$ cat src/rtl/mult_sequencer_if.sv
// Control bundle between the multiply sequencer and the shift-add datapath.
// Master drives datapath controls; slave is the datapath/requester view.
interface mult_sequencer_if #(
    parameter int W = 16
);
    logic         start;
    logic [W-1:0] op_a;
    logic [W-1:0] op_b;
    logic [4:0]   rd_enA;
    logic [4:0]   rd_enB;
    logic [4:0]   wr_en;
    logic         ppgen_en;
    logic         add_en;
    logic         shift_en;
    logic         left_right;
    logic         ld_en;
    logic [31:0]  ld_data;
    logic         busy;
    logic         done;

    modport master (
        input  start, op_a, op_b,
        output rd_enA, rd_enB, wr_en,
        output ppgen_en, add_en, shift_en, left_right,
        output ld_en, ld_data, busy, done
    );

    modport slave (
        output start, op_a, op_b,
        input  rd_enA, rd_enB, wr_en,
        input  ppgen_en, add_en, shift_en, left_right,
        input  ld_en, ld_data, busy, done
    );
endinterface

$ cat src/rtl/mult_sequencer.sv
// Sequencer for the 16b shift-add multiplier: loads operands onto Z, then
// runs ITER passes of pp/acc/shl/shr; controls are registered from next state.
module mult_sequencer #(
    parameter int W    = 16,
    parameter int ITER = 32
) (
    input  logic             clk,
    input  logic             rst,
    mult_sequencer_if.master bus
);
    localparam int CW = $clog2(ITER) + 1;

    typedef enum logic [3:0] {
        S_IDLE, S_LD1, S_LD2, S_LD3, S_LD4,
        S_PP, S_ACC, S_SHL, S_SHR, S_DONE
    } state_t;

    state_t         state_q, state_d;
    logic [CW-1:0]  cnt_q, cnt_d;
    logic [W-1:0]   a_q, a_d;
    logic [W-1:0]   b_q, b_d;
    logic [4:0]     rd_a_q, rd_a_d;
    logic [4:0]     rd_b_q, rd_b_d;
    logic [4:0]     wr_q, wr_d;
    logic           pp_q, pp_d;
    logic           add_q, add_d;
    logic           sh_q, sh_d;
    logic           lr_q, lr_d;
    logic           ld_q, ld_d;
    logic [31:0]    ldd_q, ldd_d;
    logic           busy_q, busy_d;
    logic           done_q, done_d;

    always_comb begin
        state_d = state_q;
        cnt_d   = cnt_q;
        a_d     = a_q;
        b_d     = b_q;
        unique case (state_q)
            S_IDLE, S_DONE: begin
                if (bus.start) begin
                    a_d     = bus.op_a;
                    b_d     = bus.op_b;
                    state_d = S_LD1;
                end
            end
            S_LD1: state_d = S_LD2;
            S_LD2: state_d = S_LD3;
            S_LD3: begin
                state_d = S_LD4;
                cnt_d   = '0;
            end
            S_LD4: state_d = S_PP;
            S_PP:  state_d = S_ACC;
            S_ACC: state_d = S_SHL;
            S_SHL: begin
                state_d = S_SHR;
                cnt_d   = cnt_q + 1'b1;
            end
            S_SHR: begin
                if (cnt_q == CW'(ITER)) state_d = S_DONE;
                else                    state_d = S_PP;
            end
            default: state_d = S_IDLE;
        endcase
    end

    // Output controls are decoded from the next state so they register in
    // the same edge as the state they belong to.
    always_comb begin
        rd_a_d = 5'b00001;
        rd_b_d = 5'b00001;
        wr_d   = 5'b00000;
        pp_d   = 1'b0;
        add_d  = 1'b0;
        sh_d   = 1'b0;
        lr_d   = 1'b0;
        ld_d   = 1'b0;
        ldd_d  = 32'd0;
        busy_d = 1'b0;
        done_d = 1'b0;
        unique case (state_d)
            S_LD1: begin
                ld_d   = 1'b1;
                busy_d = 1'b1;
                ldd_d  = {{(32-W){a_d[W-1]}}, a_d};
                wr_d   = 5'b00001;
            end
            S_LD2: begin
                ld_d   = 1'b1;
                busy_d = 1'b1;
                ldd_d  = {{(32-W){b_d[W-1]}}, b_d};
                wr_d   = 5'b00010;
            end
            S_LD3: begin
                ld_d   = 1'b1;
                busy_d = 1'b1;
                wr_d   = 5'b01000;
            end
            S_LD4: begin
                ld_d   = 1'b1;
                busy_d = 1'b1;
                ldd_d  = 32'd1;
                wr_d   = 5'b10000;
            end
            S_PP: begin
                busy_d = 1'b1;
                rd_a_d = 5'b00001;
                rd_b_d = 5'b00010;
                pp_d   = 1'b1;
                wr_d   = 5'b00100;
            end
            S_ACC: begin
                busy_d = 1'b1;
                rd_a_d = 5'b01000;
                rd_b_d = 5'b00100;
                add_d  = 1'b1;
                wr_d   = 5'b01000;
            end
            S_SHL: begin
                busy_d = 1'b1;
                rd_a_d = 5'b00001;
                rd_b_d = 5'b10000;
                sh_d   = 1'b1;
                lr_d   = 1'b1;
                wr_d   = 5'b00001;
            end
            S_SHR: begin
                busy_d = 1'b1;
                rd_a_d = 5'b00010;
                rd_b_d = 5'b10000;
                sh_d   = 1'b1;
                wr_d   = 5'b00010;
            end
            S_DONE: begin
                done_d = 1'b1;
                rd_a_d = 5'b01000;
            end
            default: ;
        endcase
    end

    always_ff @(posedge clk) begin
        if (!rst) begin
            state_q <= S_IDLE;
            cnt_q   <= '0;
            a_q     <= '0;
            b_q     <= '0;
            rd_a_q  <= 5'b00001;
            rd_b_q  <= 5'b00001;
            wr_q    <= 5'b00000;
            pp_q    <= 1'b0;
            add_q   <= 1'b0;
            sh_q    <= 1'b0;
            lr_q    <= 1'b0;
            ld_q    <= 1'b0;
            ldd_q   <= 32'd0;
            busy_q  <= 1'b0;
            done_q  <= 1'b0;
        end else begin
            state_q <= state_d;
            cnt_q   <= cnt_d;
            a_q     <= a_d;
            b_q     <= b_d;
            rd_a_q  <= rd_a_d;
            rd_b_q  <= rd_b_d;
            wr_q    <= wr_d;
            pp_q    <= pp_d;
            add_q   <= add_d;
            sh_q    <= sh_d;
            lr_q    <= lr_d;
            ld_q    <= ld_d;
            ldd_q   <= ldd_d;
            busy_q  <= busy_d;
            done_q  <= done_d;
        end
    end

    assign bus.rd_enA     = rd_a_q;
    assign bus.rd_enB     = rd_b_q;
    assign bus.wr_en      = wr_q;
    assign bus.ppgen_en   = pp_q;
    assign bus.add_en     = add_q;
    assign bus.shift_en   = sh_q;
    assign bus.left_right = lr_q;
    assign bus.ld_en      = ld_q;
    assign bus.ld_data    = ldd_q;
    assign bus.busy       = busy_q;
    assign bus.done       = done_q;
endmodule
$ cat src/flat_wrapper.sv
// flat-port wrapper written by rule: the top's interface ports become plain ports
module mult_sequencer_flat 
#(
    parameter int W    = 16,
    parameter int ITER = 32
)
  (clk, rst, bus_start, bus_op_a, bus_op_b, bus_rd_enA, bus_rd_enB, bus_wr_en, bus_ppgen_en, bus_add_en, bus_shift_en, bus_left_right, bus_ld_en, bus_ld_data, bus_busy, bus_done);
  mult_sequencer_if #(.W(W)) bus_i ();
  input  logic clk;
  input  logic rst;
  input wire logic [$bits(bus_i.start)-1:0] bus_start;
  input wire logic [$bits(bus_i.op_a)-1:0] bus_op_a;
  input wire logic [$bits(bus_i.op_b)-1:0] bus_op_b;
  output wire logic [$bits(bus_i.rd_enA)-1:0] bus_rd_enA;
  output wire logic [$bits(bus_i.rd_enB)-1:0] bus_rd_enB;
  output wire logic [$bits(bus_i.wr_en)-1:0] bus_wr_en;
  output wire logic [$bits(bus_i.ppgen_en)-1:0] bus_ppgen_en;
  output wire logic [$bits(bus_i.add_en)-1:0] bus_add_en;
  output wire logic [$bits(bus_i.shift_en)-1:0] bus_shift_en;
  output wire logic [$bits(bus_i.left_right)-1:0] bus_left_right;
  output wire logic [$bits(bus_i.ld_en)-1:0] bus_ld_en;
  output wire logic [$bits(bus_i.ld_data)-1:0] bus_ld_data;
  output wire logic [$bits(bus_i.busy)-1:0] bus_busy;
  output wire logic [$bits(bus_i.done)-1:0] bus_done;
  assign bus_i.start = bus_start;
  assign bus_i.op_a = bus_op_a;
  assign bus_i.op_b = bus_op_b;
  assign bus_rd_enA = bus_i.rd_enA;
  assign bus_rd_enB = bus_i.rd_enB;
  assign bus_wr_en = bus_i.wr_en;
  assign bus_ppgen_en = bus_i.ppgen_en;
  assign bus_add_en = bus_i.add_en;
  assign bus_shift_en = bus_i.shift_en;
  assign bus_left_right = bus_i.left_right;
  assign bus_ld_en = bus_i.ld_en;
  assign bus_ld_data = bus_i.ld_data;
  assign bus_busy = bus_i.busy;
  assign bus_done = bus_i.done;
  mult_sequencer #(.W(W), .ITER(ITER)) u_core (.clk(clk), .rst(rst), .bus(bus_i));
endmodule
$ cat config.mk
export PLATFORM = sky130hd
export DESIGN_NAME = mult_sequencer_flat
export DESIGN_NICKNAME = d
export VERILOG_FILES = /design/src/rtl/mult_sequencer_if.sv /design/src/rtl/mult_sequencer.sv /design/src/flat_wrapper.sv
export SDC_FILE = /design/constraint.sdc
export NUM_CORES = 1
export LEC_CHECK = 0
export CAP_MARGIN = 25
export CELL_PAD_IN_SITES_DETAIL_PLACEMENT = 1
export CELL_PAD_IN_SITES_GLOBAL_PLACEMENT = 1
export CORE_MARGIN = 4
export CORE_UTILIZATION = 28
export DETAILED_ROUTE_END_ITERATION = 8
export GPL_ROUTABILITY_DRIVEN = 0
export PLACE_DENSITY_LB_ADDON = 0.05
export SLEW_MARGIN = 40
export SYNTH_ARGS = -nofsm -noshare
export SYNTH_HDL_FRONTEND = slang
export SYNTH_SLANG_ARGS = --single-unit
$ cat constraint.sdc
create_clock -name clk -period 5.2 [get_ports clk]
set_clock_uncertainty 0.2 [all_clocks]
set_input_delay 0.78 -clock clk [delete_from_list [all_inputs] [get_ports clk]]
set_output_delay 0.78 -clock clk [all_outputs]
set_load 0.02 [all_outputs]
==> impl_metrics.json, run 1 <==
{
  "cts_max_level": 3,
  "grt_pass1_wl_um": 9830,
  "synthAdderAreaFrac": 0.0102,
  "cts_tree": "yes",
  "yosysWarnings": 0,
  "nFillCells": 963,
  "worstSetupPathType": "primary input to flip-flop",
  "synth_mux_area_frac": 0.0661,
  "nNetsFinal": 351,
  "io_buffers": 85,
  "syn_to_final_growth_pct": 38.8,
  "grt_pass1_vias": 1853,
  "drive_gt1_frac": 0.0815,
  "cts.path.max_buffers": 2,
  "fp.dieH_um": 101,
  "synth_xor_area_frac": 0.0108,
  "tightest_slew_ps": 772,
  "power.density_nw_per_um2": 342,
  "synth_top_cell_area_share": 0.492,
  "wl_per_cell_um": 14.7,
  "synth_compound_area_frac": 0.131,
  "core_sq_um": 8340,
  "clk_latency_ps": 330,
  "crit_slowest_cell": "clkdlybuf4s50_1",
  "drtPass1Iterations": 4,
  "slew_viol_final": 0,
  "setup_viol_count_final": 0,
  "ctsHoldBuffers": 0,
  "totalPowerFinal_uw": 1160,
  "period_minus_slack_ps": 2770,
  "rows": 33,
  "dieArea_sq_um": 10300,
  "critical_path_arrival_ps": 2820,
  "end_kind": "flip-flop",
  "postSynthAreaPerCell_sq_um": 9.58,
  "synth_top_family_by_area": "simple AND/OR/NAND/NOR gates",
  "crit_path_max_incr_delay_ps": 640,
  "synthSimpleGateAreaFrac": 0.171,
  "antenna_left": 0,
  "hold_viol_final": 0,
  "cp.required_ps": 5250,
  "via_count": 1923,
  "routed_wl_um": 6240,
  "cts_root_buffer": "clkbuf_8",
  "grt_max_degree": 32,
  "start_kind": "primary input",
  "syn_area_sq_um": 2440,
  "dp_hpwl_um": 4360,
  "fmax_ghz": 0.361,
  "status": "completed",
  "clk_pin_slew_ps": 70,
  "ff2ff_setup_slack_ps": 2830,
  "antenna_found_initial": 0,
  "relSlewSlack": 0.485,
  "overflow": 0,
  "synth_seq_cells": 60,
  "numCtsBuffers": 9,
  "synth_edf_count": 0,
  "ys_types": 45,
  "post_cts_resized": 0,
  "ys.flop_type": "dfxtp_1",
  "via_per_inst": 4.54,
  "start_util": 0.293,
  "die_w_um": 101,
  "post_cts_buffers": 0,
  "hp-class": "flip-flop to flip-flop",
  "crit_fanout": 31,
  "first_iter_violations": 62,
  "peakVddDrop_mv": 0.113,
  "worstPathCellList": "clkdlybuf4s50_1, inv_2, nor2_1, nand3_1, o2bb2ai_1",
  "synth.area.top_cells": "dfxtp_1, buf_4, mux2i_1",
  "rsz0062_at_grt": "false",
  "yosys.area.top_type": "dfxtp_1",
  "crit_family": "buffers and inverters",
  "track_usage": 0.125,
  "io_pins": 89,
  "clock-sinks": 60,
  "period_share": 0.532,
  "synth-seq-area-share": 0.492,
  "drcViolationCount": 0,
  "netlist_instances": 255,
  "maxCapViolations": 0,
  "leakage_uw": 0.00127,
  "ys_async_sr_fraction": 0,
  "crit_buf_inv": 2,
  "num_antenna_cells": 0,
  "fin_setup_tns_ps": 0
}
## worst paths after layout
check / start / end / cells past startpoint
worst min register to register: u_core.b_q[0]$_SDFF_PN0_ / u_core.b_q[0]$_SDFF_PN0_ / 2
worst max-delay path: rst / u_core.bus.ld_data[3]$_SDFF_PN0_ / 5
worst min-delay path: u_core.b_q[0]$_SDFF_PN0_ / u_core.b_q[0]$_SDFF_PN0_ / 2
worst max register to register: u_core.state_q[0]$_SDFF_PN0_ / u_core.bus.ld_data[12]$_SDFF_PN0_ / 4
## stage by stage
stage | utilization | cells | setup WS (ps) | area (sq um) | hold WS, ps
after floorplan | - | 257 | 3320 | 2450 | 236
after global placement | 0.380 | 408 | 1790 | 3170 | 252
after detailed placement | 0.380 | 408 | 1990 | 3170 | 265
after CTS | 0.406 | 424 | 2350 | 3390 | 275
after global routing | 0.406 | 424 | 2140 | 3390 | 309
final | 0.406 | 424 | 2430 | 3390 | 274
## metal layers
metal,routed length [um],track usage,vias up
li1,-,-,958
met1,2930,0.164,890
met5,0,0,-
met4,69,0.0552,0
met2,2810,0.189,67
met3,434,0.0406,8
## sequential cells by signal, indices dropped and copies added (netlist names)
name	flops
u_core.bus.busy	1
u_core.cnt_q	6
u_core.bus.add_en	1
u_core.b_q	16
u_core.bus.ppgen_en	1
u_core.bus.rd_enA	3
u_core.bus.left_right	1
u_core.state_q	4
u_core.bus.done	1
u_core.bus.ld_data	16
u_core.bus.shift_en	1
u_core.bus.rd_enB	3
u_core.bus.ld_en	1
u_core.bus.wr_en	5
## cell usage in the layout, fill, tap and decap left out, types with 2 or more instances in the layout
master / Yosys / routed
a21oi_1: 12 / 12
nor2b_1: 2 / 2
nand2b_1: 4 / 4
o2bb2ai_1: 15 / 15
and3_2: 1 / 2
mux2i_1: 15 / 15
xnor2_1: 2 / 2
nand3_1: 8 / 8
clkdlybuf4s50_1: 0 / 85
and3_1: 3 / 2
conb_1: 1 / 3
dfxtp_1: 60 / 60
a31oi_1: 3 / 3
nand2_1: 15 / 15
clkbuf_8: 0 / 13
o21ai_0: 3 / 3
nor2_1: 37 / 37
nand3b_1: 3 / 3
or3_1: 3 / 3
ha_1: 2 / 2
inv_1: 6 / 5
## worst min-delay path, stage by stage, from the launching register on
cell	delay (ps)
dfxtp_1	320
nand2_1	60
a21oi_1	50
## synthesized netlist by cell type, types with 2 or more instances
library cell  instances
nand2_1              15
buf_4                22
nor2b_1               2
or3_1                 3
ha_1                  2
nand3_1               8
and3_1                3
buf_2                 5
o21ai_0               3
inv_1                 6
nand3b_1              3
a21oi_1              12
nor2_1               37
buf_6                 4
clkbuf_1              7
xnor2_1               2
a31oi_1               3
dfxtp_1              60
o2bb2ai_1            15
mux2i_1              15
nand2b_1              4
## final cells by class
class	instances	area [sq um]	area share
Sequential cell	60	1200	0.354
Timing Repair Buffer	85	851	0.251
Multi-Input combinational cell	152	962	0.284
Clock buffer	13	179	0.0528
Inverter	6	22.5	0.00664
Tap cell	105	131	0.0388
Clock inverter	3	42.5	0.0126
## report_power, final
part           switching, uW  internal, uW  total (uW)
sequential              21.8           488         510
clock                    180           273         452
combinational            101          97.7         199
total                    302           858        1160
## cells by family after synthesis
kind of cell	count (synthesis)
simple gates	85
flops	60
buf+inv	45
compound gates	43
mux	16
xor+xnor	3
fa+ha+maj	2
other cells	1
Note: power is estimated with default switching activity, not from simulation.
==> run 2: changes to the inputs <==
==> constraint.sdc (replaced) <==
create_clock -name clk -period 2.8 [get_ports clk]
set_clock_uncertainty 0.2 [all_clocks]
set_input_delay 0.42 -clock clk [delete_from_list [all_inputs] [get_ports clk]]
set_output_delay 0.42 -clock clk [all_outputs]
set_load 0.02 [all_outputs]
==> run 2 against run 1 <==
Net effect: flip-flop and latch count unchanged; critical path depth decreased by 4; sequential power increased by 84%.
==> impl_metrics.json, run 2 (synthesis results as in run 1) <==
{
  "post_cts_resized": 0,
  "cp.required_ps": 2180,
  "setup_viol_count_final": 0,
  "start_util": 0.293,
  "leakage_uw": 0.00131,
  "worstSetupPathType": "flip-flop to output pin",
  "status": "completed",
  "antenna_found_initial": 0,
  "crit_slowest_cell": "clkdlybuf4s50_1",
  "fin_setup_tns_ps": 0,
  "clk_latency_ps": 340,
  "cts.path.max_buffers": 2,
  "drtPass1Iterations": 4,
  "relSlewSlack": 0.463,
  "cts_root_buffer": "clkbuf_8",
  "post_cts_buffers": 0,
  "crit_buf_inv": 1,
  "die_w_um": 101,
  "drive_gt1_frac": 0.101,
  "peakVddDrop_mv": 0.238,
  "tightest_slew_ps": 804,
  "rsz0062_at_grt": "false",
  "fmax_ghz": 0.445,
  "holdWs_ps": 264,
  "grt_pass1_vias": 2039,
  "hold_viol_final": 0,
  "rows": 33,
  "via_count": 1992,
  "power.density_nw_per_um2": 610,
  "r2r-start": "u_core.state_q[0]$_SDFF_PN0_",
  "mostFrequentLayoutCells": "clkdlybuf4s50_1, dfxtp_1, nor2_1",
  "nFillCells": 945,
  "maxCapViolations": 0,
  "slew_viol_final": 0,
  "grt_max_degree": 21,
  "first_iter_violations": 24,
  "crit_fanout": 17,
  "antenna_left": 0,
  "dieArea_sq_um": 10300,
  "end_kind": "output pin",
  "ctsHoldBuffers": 0,
  "syn_to_final_growth_pct": 40.5,
  "final_core_util": 0.411,
  "nNetsFinal": 361,
  "via_per_inst": 4.60,
  "final_common_cell": "clkdlybuf4s50_1",
  "core_sq_um": 8340,
  "dp_hpwl_um": 4680,
  "num_antenna_cells": 0,
  "critical_path_arrival_ps": 1630,
  "io_pins": 89,
  "wl_per_cell_um": 15.0,
  "cts_tree": "yes",
  "track_usage": 0.132,
  "io_buffers": 85,
  "worstPathCellList": "clkdlybuf4s50_1",
  "placed_cell_area_sq_um": 3240,
  "cts_max_level": 3,
  "start_kind": "flip-flop",
  "crit_family": "buffers and inverters",
  "crit_path_max_incr_delay_ps": 700,
  "drcViolationCount": 0,
  "fp.dieH_um": 101,
  "layoutNonFillerInstCount": 433,
  "hold_start": "u_core.b_q[0]$_SDFF_PN0_",
  "final_cell_area_sq_um": 3430,
  "clock-sinks": 60,
  "period_minus_slack_ps": 2250,
  "place_inst": 418,
  "routed_wl_um": 6510,
  "clk_pin_slew_ps": 60,
  "startpoint": "u_core.bus.ld_data[30]$_SDFF_PN0_",
  "numCtsBuffers": 9,
  "grt_pass1_wl_um": 10400,
  "overflow": 0,
  "hp-class": "flip-flop to flip-flop",
  "period_share": 0.802
}
run 2: changes by cell type in the layout (fill, tap and decap cells not counted), sizes merged:
cell	previous run	this run
buf	0	10
clkbuf	13	10
clkinv	1	3
run 2: cell type report:
type,count,area [sq um],share of cell area
Sequential cell,60,1200,0.350
Multi-Input combinational cell,152,961,0.280
Timing Repair Buffer,95,926,0.270
Clock buffer,10,138,0.0401
Tap cell,105,131,0.0383
Clock inverter,5,52.6,0.0153
Inverter,6,22.5,0.00656
run 2: worst paths after layout:
kind | cells past startpoint | end | slack (ps)
max | 1 | bus_ld_data[27] | 550
min | 2 | u_core.b_q[0]$_SDFF_PN0_ | 260
max reg2reg | 6 | u_core.bus.ld_data[7]$_SDFF_PN0_ | 760
min reg2reg | 2 | u_core.b_q[0]$_SDFF_PN0_ | 260
run 2: layer usage:
metal,global-route usage,share of wire,vias up
li1,-,-,983
met1,0.159,0.44,929
met2,0.208,0.47,69
met3,0.0551,0.072,11
met4,0.0521,0.018,0
met5,0,0,-
run 2: tightest hold or removal path: cells and delay by family, from the launching register on:
family          cells  cell delay (ps)
flops               1              310
simple gates        1               50
compound gates      1               50
run 2: where the power goes:
group	switching (uW)	total, uW	internal, uW
clock network	336	761	425
registers	32.1	938	906
logic	201	395	194
run 2: metrics by stage:
| stage | total power (uW) | setup WS (ps) |
|---|---|---|
| CTS | 2130 | 500 |
| detailed placement | 1360 | 472 |
| finish | 2090 | 555 |
| floorplan | 1200 | 1050 |
| global route | 2200 | 424 |
| global placement | 1350 | 532 |
==> run 3: changes to the inputs <==
==> constraint.sdc (replaced) <==
create_clock -name clk -period 2 [get_ports clk]
set_clock_uncertainty 0.2 [all_clocks]
set_input_delay 0.3 -clock clk [delete_from_list [all_inputs] [get_ports clk]]
set_output_delay 0.3 -clock clk [all_outputs]
set_load 0.02 [all_outputs]
==> run 3 against run 2 <==
Net effect: clock power grew 47%; sequential share of layout area shrank 1.5 points; combinational power grew 49%; clock-buffer cell count grew 2; cell area grew 4.7%; utilization grew 1.9 points; worst setup slack lost 470 ps; wire length grew 3.1%; non-clock buffer count grew 10; highest routed layer unchanged.
==> impl_metrics.json, run 3 (synthesis results as in run 1) <==
{
  "status": "completed",
  "nFillCells": 950,
  "final_common_cell": "clkdlybuf4s50_1",
  "antenna_left": 0,
  "crit_slowest_cell": "clkdlybuf4s50_1",
  "cts_max_level": 3,
  "first_iter_violations": 33,
  "io_buffers": 85,
  "hold_start": "u_core.b_q[0]$_SDFF_PN0_",
  "fin_setup_tns_ps": 0,
  "critical_path_arrival_ps": 1410,
  "core_sq_um": 8340,
  "cts.path.max_buffers": 2,
  "routed_wl_um": 6710,
  "hold_viol_final": 0,
  "period_minus_slack_ps": 1910,
  "worstSetupPathType": "flip-flop to output pin",
  "crit_fanout": 17,
  "start_kind": "flip-flop",
  "rows": 33,
  "ctsHoldBuffers": 0,
  "io_pins": 89,
  "crit_buf_inv": 1,
  "overflow": 0,
  "nNetsFinal": 371,
  "peakVddDrop_mv": 0.366,
  "grt_pass1_wl_um": 10700,
  "maxCapViolations": 0,
  "drtPass1Iterations": 4,
  "power.density_nw_per_um2": 839,
  "crit_path_max_incr_delay_ps": 640,
  "antenna_found_initial": 0,
  "fp.dieH_um": 101,
  "clk_latency_ps": 330,
  "worstPathCellList": "clkdlybuf4s50_1",
  "num_antenna_cells": 0,
  "cp.required_ps": 1500,
  "via_per_inst": 4.55,
  "dp_hpwl_um": 4780,
  "start_util": 0.293,
  "hp-class": "flip-flop to flip-flop",
  "grt_pass1_vias": 2094,
  "slew_viol_final": 0,
  "clk_pin_slew_ps": 60,
  "hold_depth": 2,
  "period_share": 0.957,
  "r2r_end": "u_core.bus.rd_enB[0]$_SDFF_PN1_",
  "mostFrequentLayoutCells": "clkdlybuf4s50_1, dfxtp_1, nor2_1, buf_4",
  "drcViolationCount": 0,
  "holdPathEnd": "u_core.b_q[0]$_SDFF_PN0_",
  "placed_cell_area_sq_um": 3350,
  "setup_viol_count_final": 0,
  "final_cell_area_sq_um": 3590,
  "cts_root_buffer": "clkbuf_8",
  "grt_max_degree": 23,
  "numCtsBuffers": 9,
  "crit_family": "buffers and inverters",
  "ff2ff_setup_slack_ps": 190,
  "track_usage": 0.135,
  "worst-r2r-cell-count": 5,
  "dieArea_sq_um": 10300,
  "fmax_ghz": 0.523,
  "cts_tree": "yes",
  "leakage_uw": 0.00161,
  "end_kind": "output pin",
  "worst-path-stages": 1,
  "via_count": 2021,
  "wl_per_cell_um": 15.1,
  "die_w_um": 101,
  "syn_to_final_growth_pct": 47.1,
  "r2r-start": "u_core.cnt_q[0]$_SDFFE_PN0P_",
  "clock-sinks": 60,
  "drive_gt1_frac": 0.130
}
run 3: changes by cell type in the layout (fill, tap and decap cells not counted), sizes merged:
cell / previous run / this run
clkdlybuf4s50: 85 / 71
dlymetal6s2s: 0 / 14
buf: 10 / 20
clkinv: 3 / 2
clkbuf: 10 / 12
run 3: worst register-to-register path, cell delays in order, from the launching register on:
cell	delay, ps
dfxtp_1	380
inv_1	80
ha_1	200
and4b_4	190
o32a_1	340
o31a_1	300
run 3: power breakdown:
| group | internal [uW] | total [uW] | leakage (uW) | switching, uW |
|---|---|---|---|---|
| clock | 640 | 1120 | 0.000102 | 480 |
| combinational | 293 | 589 | 0.00102 | 295 |
| sequential | 1270 | 1300 | 0.000490 | 35.7 |
run 3: metal layers:
layer | wire length [um] | share of wire | track usage
met2 | 3190 | 0.47 | 0.223
met5 | 0 | 0 | 0
met1 | 2940 | 0.44 | 0.164
met4 | 121 | 0.018 | 0.0511
met3 | 463 | 0.069 | 0.0420
run 3: final cells by class:
class	instances	area, sq um	share of cell area
sequential	60	1200	0.335
timing repair buffer	105	1070	0.299
inverter	6	22.5	0.00627
clock buffer	12	155	0.0432
clock inverter	4	47.5	0.0132
multi-input combinational	152	961	0.267
tap	105	131	0.0366
run 3: how the worst max path moves through the flow:
stage	from	end	slack [ps]
6_report	u_core.bus.ld_data[30]$_SDFF_PN0_	bus_ld_data[20]	90
5_1_grt	u_core.bus.ld_data[30]$_SDFF_PN0_	bus_ld_data[23]	-0.3
4_1_cts	u_core.bus.ld_data[30]$_SDFF_PN0_	bus_ld_data[27]	5
3_5_place_dp	bus_start	u_core.bus.ld_en$_SDFF_PN0_	-20
3_3_place_gp	bus_start	u_core.bus.ld_en$_SDFF_PN0_	30
2_1_floorplan	u_core.cnt_q[0]$_SDFFE_PN0P_	u_core.bus.rd_enB[0]$_SDFF_PN1_	250
run 3: metrics by stage:
stage          utilization  instances  total power, uW  setup WS, ps  hold WS, ps
2_1_floorplan            -        257             1680           246          192
3_3_place_gp         0.402        428             1930          29.6          252
3_5_place_dp         0.402        428             1930         -24.9          267
4_1_cts              0.427        444             3070          4.55          276
5_1_grt              0.431        444             3160        -0.317          310
6_report             0.431        444             3010          86.2          270
run 3: what timing repair did:
| item | 4_1_cts | 5_1_grt |
|---|---|---|
| setup endpoints to repair | 17 | 17 |
| setup buffers | 0 | 0 |
| resized for setup | 1 | 14 |
| endpoints found under the hold margin | 0 | 0 |
==> edit (flow settings as in run 3) <==
`W` is set to 16 in 3 places; all go to 20.
--- a/src/rtl/mult_sequencer_if.sv
+++ b/src/rtl/mult_sequencer_if.sv
@@ -1,7 +1,7 @@
 // Control bundle between the multiply sequencer and the shift-add datapath.
 // Master drives datapath controls; slave is the datapath/requester view.
 interface mult_sequencer_if #(
-    parameter int W = 16
+    parameter int W = 20
 );
     logic         start;
     logic [W-1:0] op_a;
--- a/src/rtl/mult_sequencer.sv
+++ b/src/rtl/mult_sequencer.sv
@@ -1,7 +1,7 @@
 // Sequencer for the 16b shift-add multiplier: loads operands onto Z, then
 // runs ITER passes of pp/acc/shl/shr; controls are registered from next state.
 module mult_sequencer #(
-    parameter int W    = 16,
+    parameter int W    = 20,
     parameter int ITER = 32
 ) (
     input  logic             clk,
--- a/src/flat_wrapper.sv
+++ b/src/flat_wrapper.sv
@@ -1,7 +1,7 @@
 // flat-port wrapper written by rule: the top's interface ports become plain ports
 module mult_sequencer_flat 
 #(
-    parameter int W    = 16,
+    parameter int W    = 20,
     parameter int ITER = 32
 )
   (clk, rst, bus_start, bus_op_a, bus_op_b, bus_rd_enA, bus_rd_enB, bus_wr_en, bus_ppgen_en, bus_add_en, bus_shift_en, bus_left_right, bus_ld_en, bus_ld_data, bus_busy, bus_done);
Ports: changed (resized bus_op_a and bus_op_b); port bits go from 89 to 97. The function was not compared with the original's and may differ.
==> edit against run 3 <==
Non-clock buffer count increased by 6; area after synthesis increased by 14%; count of clock-buffer cells in the layout increased by 1; sequential cell count increased by 8; total power increased by 11%; hold slack improved by 0.040 ns; routed wire length increased by 12%; setup slack got worse by 0.0019 ns; die area increased by 13%; final area increased by 12%; clock power increased by 6%.
==> edit: results (changes against run 3) <==
detailroute.via_count: 2194  # +8.6%
drive_gt1_share_pct: 11.5  # -1.5 points
met2_usage_pct: 19.9  # -2.3 points
dpl_cell_area_um2: 3790  # +13%
gr-usage-met3_pct: 3.84  # -0.36 points
synth_common_cells: "68 x dfxtp_1, 28 x nor2b_1, 20 x mux2i_1, 20 x o2bb2ai_1, 16 x buf_4"
m1WireLength_um: 3590  # +22%
ir_drop_mv: 0.353  # -3.5%
seq_cell_count: 68  # +13%
r2r-end: "u_core.bus.ld_data[15]$_SDFF_PN0_"
synth.yosys.seq_area_share_pct: 48.9  # -0.26 points
buffers: 111  # +5.7%
status: "finished clean"
buf_share_pct: 27.3  # -2.6 points
nMultiInputCombCells: 167  # +9.9%
crit_fanout: 13  # -4
grt_max_degree: 24  # +4.3%
grt_pass1_wl_um: 11800  # +11%
min-delay-start: "u_core.cnt_q[1]$_SDFFE_PN0P_"
via_per_inst: 4.41  # -3.2%
dp_hpwl_um: 5320  # +11%
synth_xor_area_share_pct: 0.629  # -0.45 points
ys_top_cells_by_area: "dfxtp_1 49%, mux2i_1 7.2%, nor2b_1 6.3%, o2bb2ai_1 6.3%, buf_4 4.3%"
whs_endpoint: "u_core.cnt_q[1]$_SDFFE_PN0P_"
synthMuxAreaShare_pct: 7.19  # +0.59 points
synthAdderAreaFrac_pct: 0.899  # -0.13 points
synth_cells: 274  # +7.5%
met2_length_um: 3410  # +6.9%
final-seq-area_um2: 1360  # +13%
[edit: cell count changes after synthesis, sizes merged, moves of 5 or more]
cell / delta
o2bb2ai: +5
nor2: -30
a21oi: -5
mux2i: +5
clkbuf: +5
nor3: +5
buf: -6
nand3: -5
dfxtp: +8
nor2b: +26
[edit: logic make-up after synthesis]
| group | count (synthesis) |
|---|---|
| mux | 20 |
| xor+xnor | 2 |
| compound gates | 54 |
| buf+inv | 41 |
| simple gates | 86 |
| fa+ha+maj | 2 |
| flops | 68 |
| other cells | 1 |
[edit: report_power, final]
part | leakage, nW | switching (W) | internal (W)
Combinational | 0.927 | 0.000333 | 0.000340
Sequential | 0.556 | 0.0000308 | 0.00144
Clock | 0.110 | 0.000512 | 0.000679
Total | 1.59 | 0.000875 | 0.00246
[edit: repair_timing]
item | in CTS | in global routing
hold buffers | 0 | 0
gates resized for setup | 1 | 5
endpoints found under the setup margin | 13 | 10
hold endpoints to repair | 0 | 0
[edit: per-stage QoR]
step / hold WS (ns) / setup TNS, ns / util, % / total power (W)
floorplan: 0.217 / 0 / - / 0.00190
global placement: 0.296 / -0.00499 / 39.0 / 0.00218
detailed placement: 0.301 / -0.0747 / 39.0 / 0.00218
CTS: 0.310 / 0 / 41.2 / 0.00340
global route: 0.313 / 0 / 41.4 / 0.00351
finish: 0.309 / 0 / 41.4 / 0.00334
[edit: worst max path at each step]
stage                                              endpoint  slack (ns)  cells after the start
after detailed placement    u_core.bus.rd_enA[3]$_SDFF_PN0_       -0.03                      5
after global placement      u_core.bus.rd_enA[3]$_SDFF_PN0_      -0.004                      5
after CTS                                   bus_ld_data[31]        0.04                      1
after floorplan           u_core.bus.ld_data[11]$_SDFF_PN0_        0.29                      8
after global routing                        bus_ld_data[31]       0.002                      1
final                                       bus_ld_data[31]        0.08                      1
